$ cat config.mk
export PLATFORM = sky130hd
export DESIGN_NAME = uart_host_if
export DESIGN_NICKNAME = d
export VERILOG_FILES = /design/src/rtl/uart_host_if.sv
export SDC_FILE = /design/constraint.sdc
export NUM_CORES = 1
export LEC_CHECK = 0
export CORE_ASPECT_RATIO = 1.2
export CORE_MARGIN = 10
export CORE_UTILIZATION = 55
export CTS_BUF_LIST = sky130_fd_sc_hd__clkbuf_8
export DETAILED_ROUTE_END_ITERATION = 8
export PLACE_DENSITY = 0.89
export SLEW_MARGIN = 20
export SYNTH_ARGS = -nofsm -noshare
export SYNTH_HDL_FRONTEND = slang
export SYNTH_SLANG_ARGS = --single-unit
export TNS_END_PERCENT = 100
$ cat constraint.sdc
create_clock -name i_Clock -period 4.5 [get_ports i_Clock]
set_input_delay 0.45 -clock i_Clock [delete_from_list [all_inputs] [get_ports i_Clock]]
set_output_delay 0.45 -clock i_Clock [all_outputs]
set_load 0.02 [all_outputs]
$ cat src/rtl/uart_host_if.sv
// rtl/uart_host_if.sv - register-mapped host adapter between an MCU bus and a byte-level UART core
module uart_host_if #(
    parameter int DEPTH                = 4,
    parameter int DEFAULT_CLKS_PER_BIT = 868
) (
    input  logic        i_Clock,
    input  logic        rst_n,
    input  logic        i_cs,
    input  logic        i_wr,
    input  logic        i_rd,
    input  logic [1:0]  i_addr,
    input  logic [31:0] i_wdata,
    output logic [31:0] o_rdata,
    output logic        o_rdata_valid,
    output logic        o_irq,
    output logic [31:0] o_clks_per_bit,
    output logic        o_ld_clks_per_bit,
    output logic        o_tx_dv,
    output logic [7:0]  o_tx_byte,
    input  logic        i_tx_active,
    input  logic        i_tx_done,
    input  logic        i_rx_dv,
    input  logic [7:0]  i_rx_byte
);
    localparam int AW = $clog2(DEPTH);
    localparam int CW = AW + 1;
    localparam logic [CW-1:0] FULL_CNT = CW'(DEPTH);

    typedef enum logic [1:0] {S_IDLE, S_LAUNCH, S_WAIT, S_GAP} tx_state_t;
    tx_state_t state, state_next;

    logic [7:0]    tx_mem [DEPTH];
    logic [7:0]    rx_mem [DEPTH];
    logic [AW-1:0] tx_wptr, tx_rptr, rx_wptr, rx_rptr;
    logic [CW-1:0] tx_cnt, rx_cnt;
    logic          rx_ovr, tx_ovf, ld_pending, tx_busy;
    logic          tx_full, tx_empty, rx_full, rx_empty;
    logic          wr_en, rd_en, tx_push, tx_drop, tx_pop;
    logic          rx_push, rx_pop, rx_drop, stat_wr, baud_wr;
    logic [31:0]   status, rd_mux;

    assign wr_en    = i_cs & i_wr;
    assign rd_en    = i_cs & i_rd;
    assign tx_full  = (tx_cnt == FULL_CNT);
    assign tx_empty = (tx_cnt == '0);
    assign rx_full  = (rx_cnt == FULL_CNT);
    assign rx_empty = (rx_cnt == '0);

    assign tx_push = wr_en & (i_addr == 2'd0) & ~tx_full;
    assign tx_drop = wr_en & (i_addr == 2'd0) & tx_full;
    assign tx_pop  = (state == S_IDLE) & ~tx_empty & ~i_tx_active;
    assign stat_wr = wr_en & (i_addr == 2'd1);
    assign baud_wr = wr_en & (i_addr == 2'd2);

    // A same-cycle pop frees the slot, so a full RX FIFO only overruns without a read.
    assign rx_pop  = rd_en & (i_addr == 2'd0) & ~rx_empty;
    assign rx_push = i_rx_dv & (~rx_full | rx_pop);
    assign rx_drop = i_rx_dv & rx_full & ~rx_pop;

    assign o_irq  = ~rx_empty | rx_ovr | tx_ovf;
    assign status = {25'd0, tx_ovf, tx_busy, rx_ovr, rx_full, rx_empty, tx_empty, tx_full};

    always_ff @(posedge i_Clock or negedge rst_n) begin
        if (!rst_n) state <= S_IDLE;
        else        state <= state_next;
    end

    always_comb begin
        state_next = state;
        case (state)
            S_IDLE:   if (!tx_empty && !i_tx_active) state_next = S_LAUNCH;
            S_LAUNCH: state_next = S_WAIT;
            S_WAIT:   if (i_tx_done) state_next = S_GAP;
            S_GAP:    state_next = S_IDLE;
            default:  state_next = S_IDLE;
        endcase
    end

    // GAP plus the IDLE cycle keep o_tx_dv low for two cycles so the core sees a fresh rise.
    always_comb begin
        o_tx_dv = (state == S_LAUNCH) || (state == S_WAIT);
        tx_busy = (state != S_IDLE);
    end

    always_comb begin
        rd_mux = 32'd0;
        case (i_addr)
            2'd0:    rd_mux = rx_empty ? 32'd0 : {24'd0, rx_mem[rx_rptr]};
            2'd1:    rd_mux = status;
            2'd2:    rd_mux = o_clks_per_bit;
            default: rd_mux = 32'd0;
        endcase
    end

    always_ff @(posedge i_Clock) begin
        if (tx_push) tx_mem[tx_wptr] <= i_wdata[7:0];
        if (rx_push) rx_mem[rx_wptr] <= i_rx_byte;
    end

    always_ff @(posedge i_Clock or negedge rst_n) begin
        if (!rst_n) begin
            tx_wptr           <= '0;
            tx_rptr           <= '0;
            tx_cnt            <= '0;
            rx_wptr           <= '0;
            rx_rptr           <= '0;
            rx_cnt            <= '0;
            tx_ovf            <= 1'b0;
            rx_ovr            <= 1'b0;
            o_tx_byte         <= 8'd0;
            o_rdata           <= 32'd0;
            o_rdata_valid     <= 1'b0;
            o_clks_per_bit    <= 32'(DEFAULT_CLKS_PER_BIT);
            o_ld_clks_per_bit <= 1'b0;
            ld_pending        <= 1'b1;
        end else begin
            if (tx_push) tx_wptr <= tx_wptr + 1'b1;
            if (tx_pop) begin
                tx_rptr   <= tx_rptr + 1'b1;
                o_tx_byte <= tx_mem[tx_rptr];
            end
            tx_cnt <= tx_cnt + CW'(tx_push) - CW'(tx_pop);

            if (rx_push) rx_wptr <= rx_wptr + 1'b1;
            if (rx_pop)  rx_rptr <= rx_rptr + 1'b1;
            rx_cnt <= rx_cnt + CW'(rx_push) - CW'(rx_pop);

            if (tx_drop)                     tx_ovf <= 1'b1;
            else if (stat_wr && i_wdata[6])  tx_ovf <= 1'b0;
            if (rx_drop)                     rx_ovr <= 1'b1;
            else if (stat_wr && i_wdata[4])  rx_ovr <= 1'b0;

            // The first edge after reset loads the default divisor into the core.
            ld_pending        <= 1'b0;
            o_ld_clks_per_bit <= ld_pending | baud_wr;
            if (baud_wr) o_clks_per_bit <= i_wdata;

            o_rdata_valid <= rd_en;
            if (rd_en) o_rdata <= rd_mux;
        end
    end
endmodule
==> impl_metrics.env, run 1 <==
export IMPL_seqPwrFrac=0.461
export IMPL_syn_nets=434
export IMPL_die_h_um=136
export IMPL_timing_fmax_ghz=0.347
export IMPL_drtIter0Drc=222
export IMPL_avgSynthCellArea_um2=16.8
export IMPL_rows=42
export IMPL_period_share=0.640
export IMPL_wl_per_cell_um=21.4
export IMPL_finalMaxSlewViolations=0
export IMPL_peakVddDrop_mv=0.254
export IMPL_place_congestion=0.772
export IMPL_drive_gt1_frac=0.197
export IMPL_path_buf_inv=4
export IMPL_hold_viol=0
export IMPL_synth_top_cell_area_share=0.353
export IMPL_slew_headroom=0.504
export IMPL_ys_seq_area_frac=0.689
export IMPL_grt_pass1_wl_um=21700
export IMPL_die_x_um=117
export IMPL_clk_latency_ps=430
export IMPL_cp_end_kind="flip-flop"
export IMPL_hp_class="reg -> reg"
export IMPL_ctsRootBufferMaster="clkbuf_8"
export IMPL_synth_commonest_cells="87 x dfrtp_1, 64 x edfxtp_1, 41 x mux2_2"
export IMPL_grt_setup_unrepaired="no"
export IMPL_slowest_delay_ps=700
export IMPL_yosys_cell_count_top_type="dfrtp_1"
export IMPL_cts_hold_buf=1
export IMPL_drtAntennaViolNets=0
export IMPL_startpoint_type="primary input"
export IMPL_clk_pin_slew_worst_paths_ps=70
export IMPL_synth_warning_count=0
export IMPL_syn_cell_area_mm2=0.00618
export IMPL_post_route_util=0.723
export IMPL_core_mm2=0.0110
export IMPL_cts_sinks=157
export IMPL_skew_ps=9.40
export IMPL_comb_power_share=0.291
export IMPL_sw_frac_of_total=0.301
export IMPL_htree_num_levels=4
export IMPL_synth_edf_count=64
export IMPL_antenna_found_initial=0
export IMPL_dr_pass1_iters=4
export IMPL_worstPathMaxFanout=7
export IMPL_grt_pass1_vias=3981
export IMPL_dp_hpwl_um=10200
export IMPL_cp_top_family="adder cells"
export IMPL_pin_count=126
export IMPL_drc_errors=0
export IMPL_track_usage=0.180
export IMPL_die_area_mm2=0.0159
export IMPL_cp_slowest_cell="or4_1"
export IMPL_tightest_slew_ps=742
export IMPL_postCtsSetupBuffers=0
export IMPL_crit_chain="clkdlybuf4s50_1, or4_1, a21boi_4, inv_1, ha_1, inv_1, ha_1, inv_1, fa_1, xnor2_1, xnor2_1"
export IMPL_synth_seq_cells=157
export IMPL_numCtsBuffers=17
export IMPL_worstSetupPathType="in -> reg"
export IMPL_worstPathArrival_ps=3230
export IMPL_tritoncts="yes"
export IMPL_setup_tns_final_ps=0
export IMPL_place_port_buffers=125
export IMPL_outcome="completed"
export IMPL_required_ps=4860
export IMPL_initial_core_util=0.560
export IMPL_synthCells=367
export IMPL_diodes=0
export IMPL_post_cts_resize_count=0
export IMPL_synth_area_leaders="dfrtp_1 35%, edfxtp_1 31%, mux2_2 7.5%"
export IMPL_power_density_mw_per_mm2=559
export IMPL_final_nets=567
export IMPL_leakage_uw=0.00321
export IMPL_dr_total_vias=3604
export IMPL_placed_cells=612
export IMPL_clock_path_buffers=2
export IMPL_viasPerCell=5.59
export IMPL_grt_max_degree=51
export IMPL_clock_power_share=0.248
export IMPL_overflow=0
export IMPL_syn_to_final_growth_pct=29.3
export IMPL_finalSetupViolCount=0
export IMPL_ys_async_sr_fraction=0.592
export IMPL_netlist_cell_type_count=35
export IMPL_path_common_cell="inv_1"
export IMPL_synthFlopType="dfrtp_1"
export IMPL_p_sw_uw=1350
export IMPL_layout_cells_non_filler=645
export IMPL_yosysTopAreaCell="dfrtp_1"
export IMPL_intPower_uw=3120
export IMPL_period_minus_slack_ps=2880
export IMPL_wl_um=13800
export IMPL_total_power_uw=4460
export IMPL_maxCapViolCount=0
-- layout make-up --
| class | count | area [um^2] |
|---|---|---|
| Inverter | 18 | 67.6 |
| Clock inverter | 14 | 175 |
| Clock buffer | 18 | 248 |
| Tap cell | 132 | 165 |
| Multi-Input combinational cell | 175 | 1780 |
| Timing Repair Buffer | 131 | 1300 |
| Sequential cell | 157 | 4260 |
| Fill cell | 723 | 3050 |
-- metal layers --
metal  share of wire  wire (um)  vias to the layer above  global-route usage
li1                -          -                     1627                   -
met1            0.36       5030                     1885               0.192
met2            0.58       7960                       74               0.330
met3           0.045        619                       18              0.0463
met4           0.017        233                        0              0.0674
met5               0          0                        -                   0
-- through the flow --
step | worst slack, ps | hold slack, ps | instance area, um^2
final | 1620 | 502 | 7980
after global routing | 1400 | 516 | 7980
after CTS | 1650 | 506 | 7980
after detailed placement | 1190 | 481 | 7550
after global placement | 1290 | 469 | 7550
after floorplan | 1870 | 154 | 6180
-- worst paths after layout --
path                            from           to  slack (ps)  depth (start not counted)
min in group asynchronous      rst_n  o_rdata[27]         580                          2
setup reg to reg           rx_cnt[1]    rx_cnt[2]        1660                         11
setup / recovery           i_addr[0]    rx_cnt[2]        1620                         11
max in group asynchronous      rst_n   o_rdata[8]        2870                          3
hold reg to reg            tx_cnt[2]    tx_cnt[2]         500                          1
hold / removal             tx_cnt[2]    tx_cnt[2]         500                          1
-- power by group through the flow --
stage,sequential [uW],clock [uW],combinational [uW]
3_5_place_dp,2090,0,1310
5_1_grt,2100,1190,1390
2_1_floorplan,2140,0,673
3_3_place_gp,2070,0,1260
6_report,2060,1110,1300
4_1_cts,2060,1130,1320
-- logic make-up (layout without fill, tap and decap cells) --
group	Yosys count	after routing	share of synthesized area
AO/OA/AOI/OAI	48	48	0.0662
XOR/XNOR	10	10	0.0142
adder cells (fa/ha/maj)	17	17	0.0369
buffers and inverters	35	181	0.0233
flip-flops	157	157	0.689
multiplexers	58	58	0.136
other	1	1	0.000607
AND/OR/NAND/NOR	41	41	0.0340
-- layout by cell type, fill, tap and decap left out, types with 2 or more instances in the layout --
master / instances
buf_4: 6
ha_1: 15
nor3_1: 3
clkinv_2: 3
xnor2_1: 9
nand2_1: 10
o21ai_0: 4
edfxtp_1: 64
mux4_2: 16
inv_1: 20
nor2b_1: 3
mux2_2: 41
a221o_1: 7
a22o_1: 24
dfstp_2: 6
a22oi_1: 8
inv_4: 2
bufinv_16: 4
fa_1: 2
nor3b_1: 3
clkbuf_8: 18
nor2_1: 9
dfrtp_1: 87
and2_1: 8
clkdlybuf4s50_1: 124
nand3_1: 2
-- state kept, by name, summed over array words and instances (netlist names), 3 cells and up --
signal,flops
o_clks_per_bit,32
o_rdata,32
o_tx_byte,8
tx_cnt,3
rx_mem,32
tx_mem,32
rx_cnt,3
Power figures use the tool's default switching activity.
==> run 2, diff against run 1 <==
--- a/config.mk
+++ b/config.mk
@@ -7,10 +7,10 @@
 export LEC_CHECK = 0
 export CORE_ASPECT_RATIO = 1.2
 export CORE_MARGIN = 10
-export CORE_UTILIZATION = 55
+export CORE_UTILIZATION = 53
 export CTS_BUF_LIST = sky130_fd_sc_hd__clkbuf_8
 export DETAILED_ROUTE_END_ITERATION = 8
-export PLACE_DENSITY = 0.89
+export PLACE_DENSITY = 0.86
 export SLEW_MARGIN = 20
 export SYNTH_ARGS = -nofsm -noshare
 export SYNTH_HDL_FRONTEND = slang
==> constraint.sdc (replaced) <==
create_clock -name i_Clock -period 2.75 [get_ports i_Clock]
set_input_delay 0.275 -clock i_Clock [delete_from_list [all_inputs] [get_ports i_Clock]]
set_output_delay 0.275 -clock i_Clock [all_outputs]
set_load 0.02 [all_outputs]
==> run 2 against run 1 <==
Net effect: core utilization shrank 1.5 points; critical path type is now reg -> reg; cell area increased by 1.7%; non-clock buffer count rose by 9; largest power group unchanged; critical endpoint unchanged; clock-buffer cell count increased by 1; register-to-register slack worse by 1500 ps; via count increased by 1.0%; largest cell class unchanged.
==> impl_metrics.env, run 2 (synthesis gave the netlist of run 1 again) <==
export IMPL_layout_commonest_cell="clkdlybuf4s50_1"
export IMPL_clock_path_buffers=2
export IMPL_final_nets=576
export IMPL_rows=43
export IMPL_grt_max_degree=58
export IMPL_tritoncts="yes"
export IMPL_power_density_mw_per_mm2=910
export IMPL_hold_viol=0
export IMPL_clk_pin_slew_worst_paths_ps=80
export IMPL_period_minus_slack_ps=2610
export IMPL_grt_pass1_vias=3982
export IMPL_overflow=0
export IMPL_wl_um=13800
export IMPL_finalMaxSlewViolations=0
export IMPL_dr_pass1_iters=6
export IMPL_core_mm2=0.0115
export IMPL_peakVddDrop_mv=0.472
export IMPL_drc_errors=0
export IMPL_p_sw_uw=2240
export IMPL_startpoint_type="flip-flop"
export IMPL_slew_headroom=0.499
export IMPL_timing_fmax_ghz=0.383
export IMPL_skew_ps=9.16
export IMPL_drtAntennaViolNets=0
export IMPL_grt_use_met2=0.316
export IMPL_clk_latency_ps=450
export IMPL_ctsRootBufferMaster="clkbuf_8"
export IMPL_cts_sinks=157
export IMPL_die_area_mm2=0.0164
export IMPL_place_congestion=0.800
export IMPL_gr_max_usage_layer="met2"
export IMPL_wl_per_cell_um=20.4
export IMPL_intPower_uw=5150
export IMPL_numCtsBuffers=17
export IMPL_outcome="completed"
export IMPL_die_h_um=138
export IMPL_dp_hpwl_um=10300
export IMPL_whs_path_depth=2
export IMPL_period_share=0.950
export IMPL_place_port_buffers=125
export IMPL_leakage_uw=0.00326
export IMPL_use_met3=0.0493
export IMPL_dr_total_vias=3641
export IMPL_layout_cells_non_filler=680
export IMPL_viasPerCell=5.35
export IMPL_htree_num_levels=4
export IMPL_final_cell_mix="124 x clkdlybuf4s50_1, 86 x dfrtp_1, 64 x edfxtp_1"
export IMPL_worstPathMaxFanout=4
export IMPL_tightest_slew_ps=751
export IMPL_syn_to_final_growth_pct=31.5
export IMPL_required_ps=3120
export IMPL_pin_count=126
export IMPL_grt_setup_unrepaired="no"
export IMPL_die_x_um=119
export IMPL_antenna_found_initial=1
export IMPL_post_route_util=0.709
export IMPL_fill_cells=768
export IMPL_grt_use_met1=0.181
export IMPL_hp_class="in -> reg"
export IMPL_finalSetupViolCount=0
export IMPL_comb_power_share=0.286
export IMPL_worstSetupPathType="reg -> reg"
export IMPL_cp_end_kind="flip-flop"
export IMPL_drtIter0Drc=123
export IMPL_grt_pass1_wl_um=22100
export IMPL_drive_gt1_frac=0.216
export IMPL_initial_core_util=0.539
export IMPL_worstPathArrival_ps=2990
export IMPL_reg2reg_depth=11
export IMPL_placed_cells=646
export IMPL_maxCapViolCount=0
export IMPL_track_usage=0.173
export IMPL_clock_power_share=0.258
export IMPL_sw_frac_of_total=0.303
export IMPL_seqPwrFrac=0.456
[run 2: metal layers]
metal	wire length [um]	vias to the layer above
met3	556	19
li1	-	1645
met5	0	-
met1	5040	1898
met2	7990	79
met4	261	0
[run 2: path summary, 6_finish.rpt]
check                                 start            endpoint  slack (ps)
worst max-delay path              rx_cnt[1]           rx_cnt[2]         140
worst min-delay path            i_wdata[22]  o_clks_per_bit[22]         430
worst max register to register    rx_cnt[1]           rx_cnt[2]         140
worst min register to register  o_rdata[29]         o_rdata[29]         510
max in group asynchronous             rst_n   o_clks_per_bit[2]        1550
min in group asynchronous             rst_n  o_clks_per_bit[27]         470
[run 2: power by group through the flow]
stage          sequential (uW)  combinational (uW)  clock (uW)
3_3_place_gp              3380                2060           0
2_1_floorplan             3510                1100           0
3_5_place_dp              3410                2150           0
6_report                  3370                2120        1900
4_1_cts                   3370                2160        1930
5_1_grt                   3440                2280        2030
[run 2: worst max-delay path: stages (launching register included)]
cell	delay [ps]
dfrtp_2	410
nor3_1	90
or4_1	580
a21boi_4	180
inv_1	60
ha_1	290
inv_1	60
ha_1	120
inv_1	40
fa_1	370
xnor2_1	200
xnor2_1	140
[run 2: through the flow]
stage / setup WS [ps] / hold slack, ps / power (uW) / cell area [um^2] / setup TNS (ps)
4_1_cts: 65.1 / 404 / 7460 / 8120 / 0
6_report: 138 / 428 / 7390 / 8120 / 0
3_5_place_dp: -121 / 394 / 5570 / 7660 / -124
2_1_floorplan: 168 / -20.6 / 4610 / 6180 / 0
5_1_grt: 13.4 / 414 / 7750 / 8120 / 0
3_3_place_gp: -34.6 / 375 / 5450 / 7660 / -34.6
[run 2: what timing repair did]
item                                    in CTS  in global routing
hold buffers                                 1                  0
endpoints found under the setup margin       0                  1
buffers inserted                             0                  0
gates resized for setup                      0                  1
hold endpoints to repair                    53                  0
[run 2: cell type report]
type                    count  area (um^2)  area share
clock inverters            13          183      0.0225
clock buffers              19          262      0.0322
well taps                 157          196      0.0242
diodes                      1         2.50    0.000308
inverters                  18         67.6     0.00832
flip-flops and latches    157         4260       0.524
multi-input cells         175         1780       0.219
repair buffers            140         1380       0.169
==> run 3, diff against run 2 <==
--- a/config.mk
+++ b/config.mk
@@ -9,6 +9,7 @@
 export CORE_MARGIN = 10
 export CORE_UTILIZATION = 53
 export CTS_BUF_LIST = sky130_fd_sc_hd__clkbuf_8
+export CTS_CLUSTER_DIAMETER = 50
 export DETAILED_ROUTE_END_ITERATION = 8
 export PLACE_DENSITY = 0.86
 export SLEW_MARGIN = 20
==> results of run 3 <==
Final layout, timing and power as in run 2 (identical DEF).
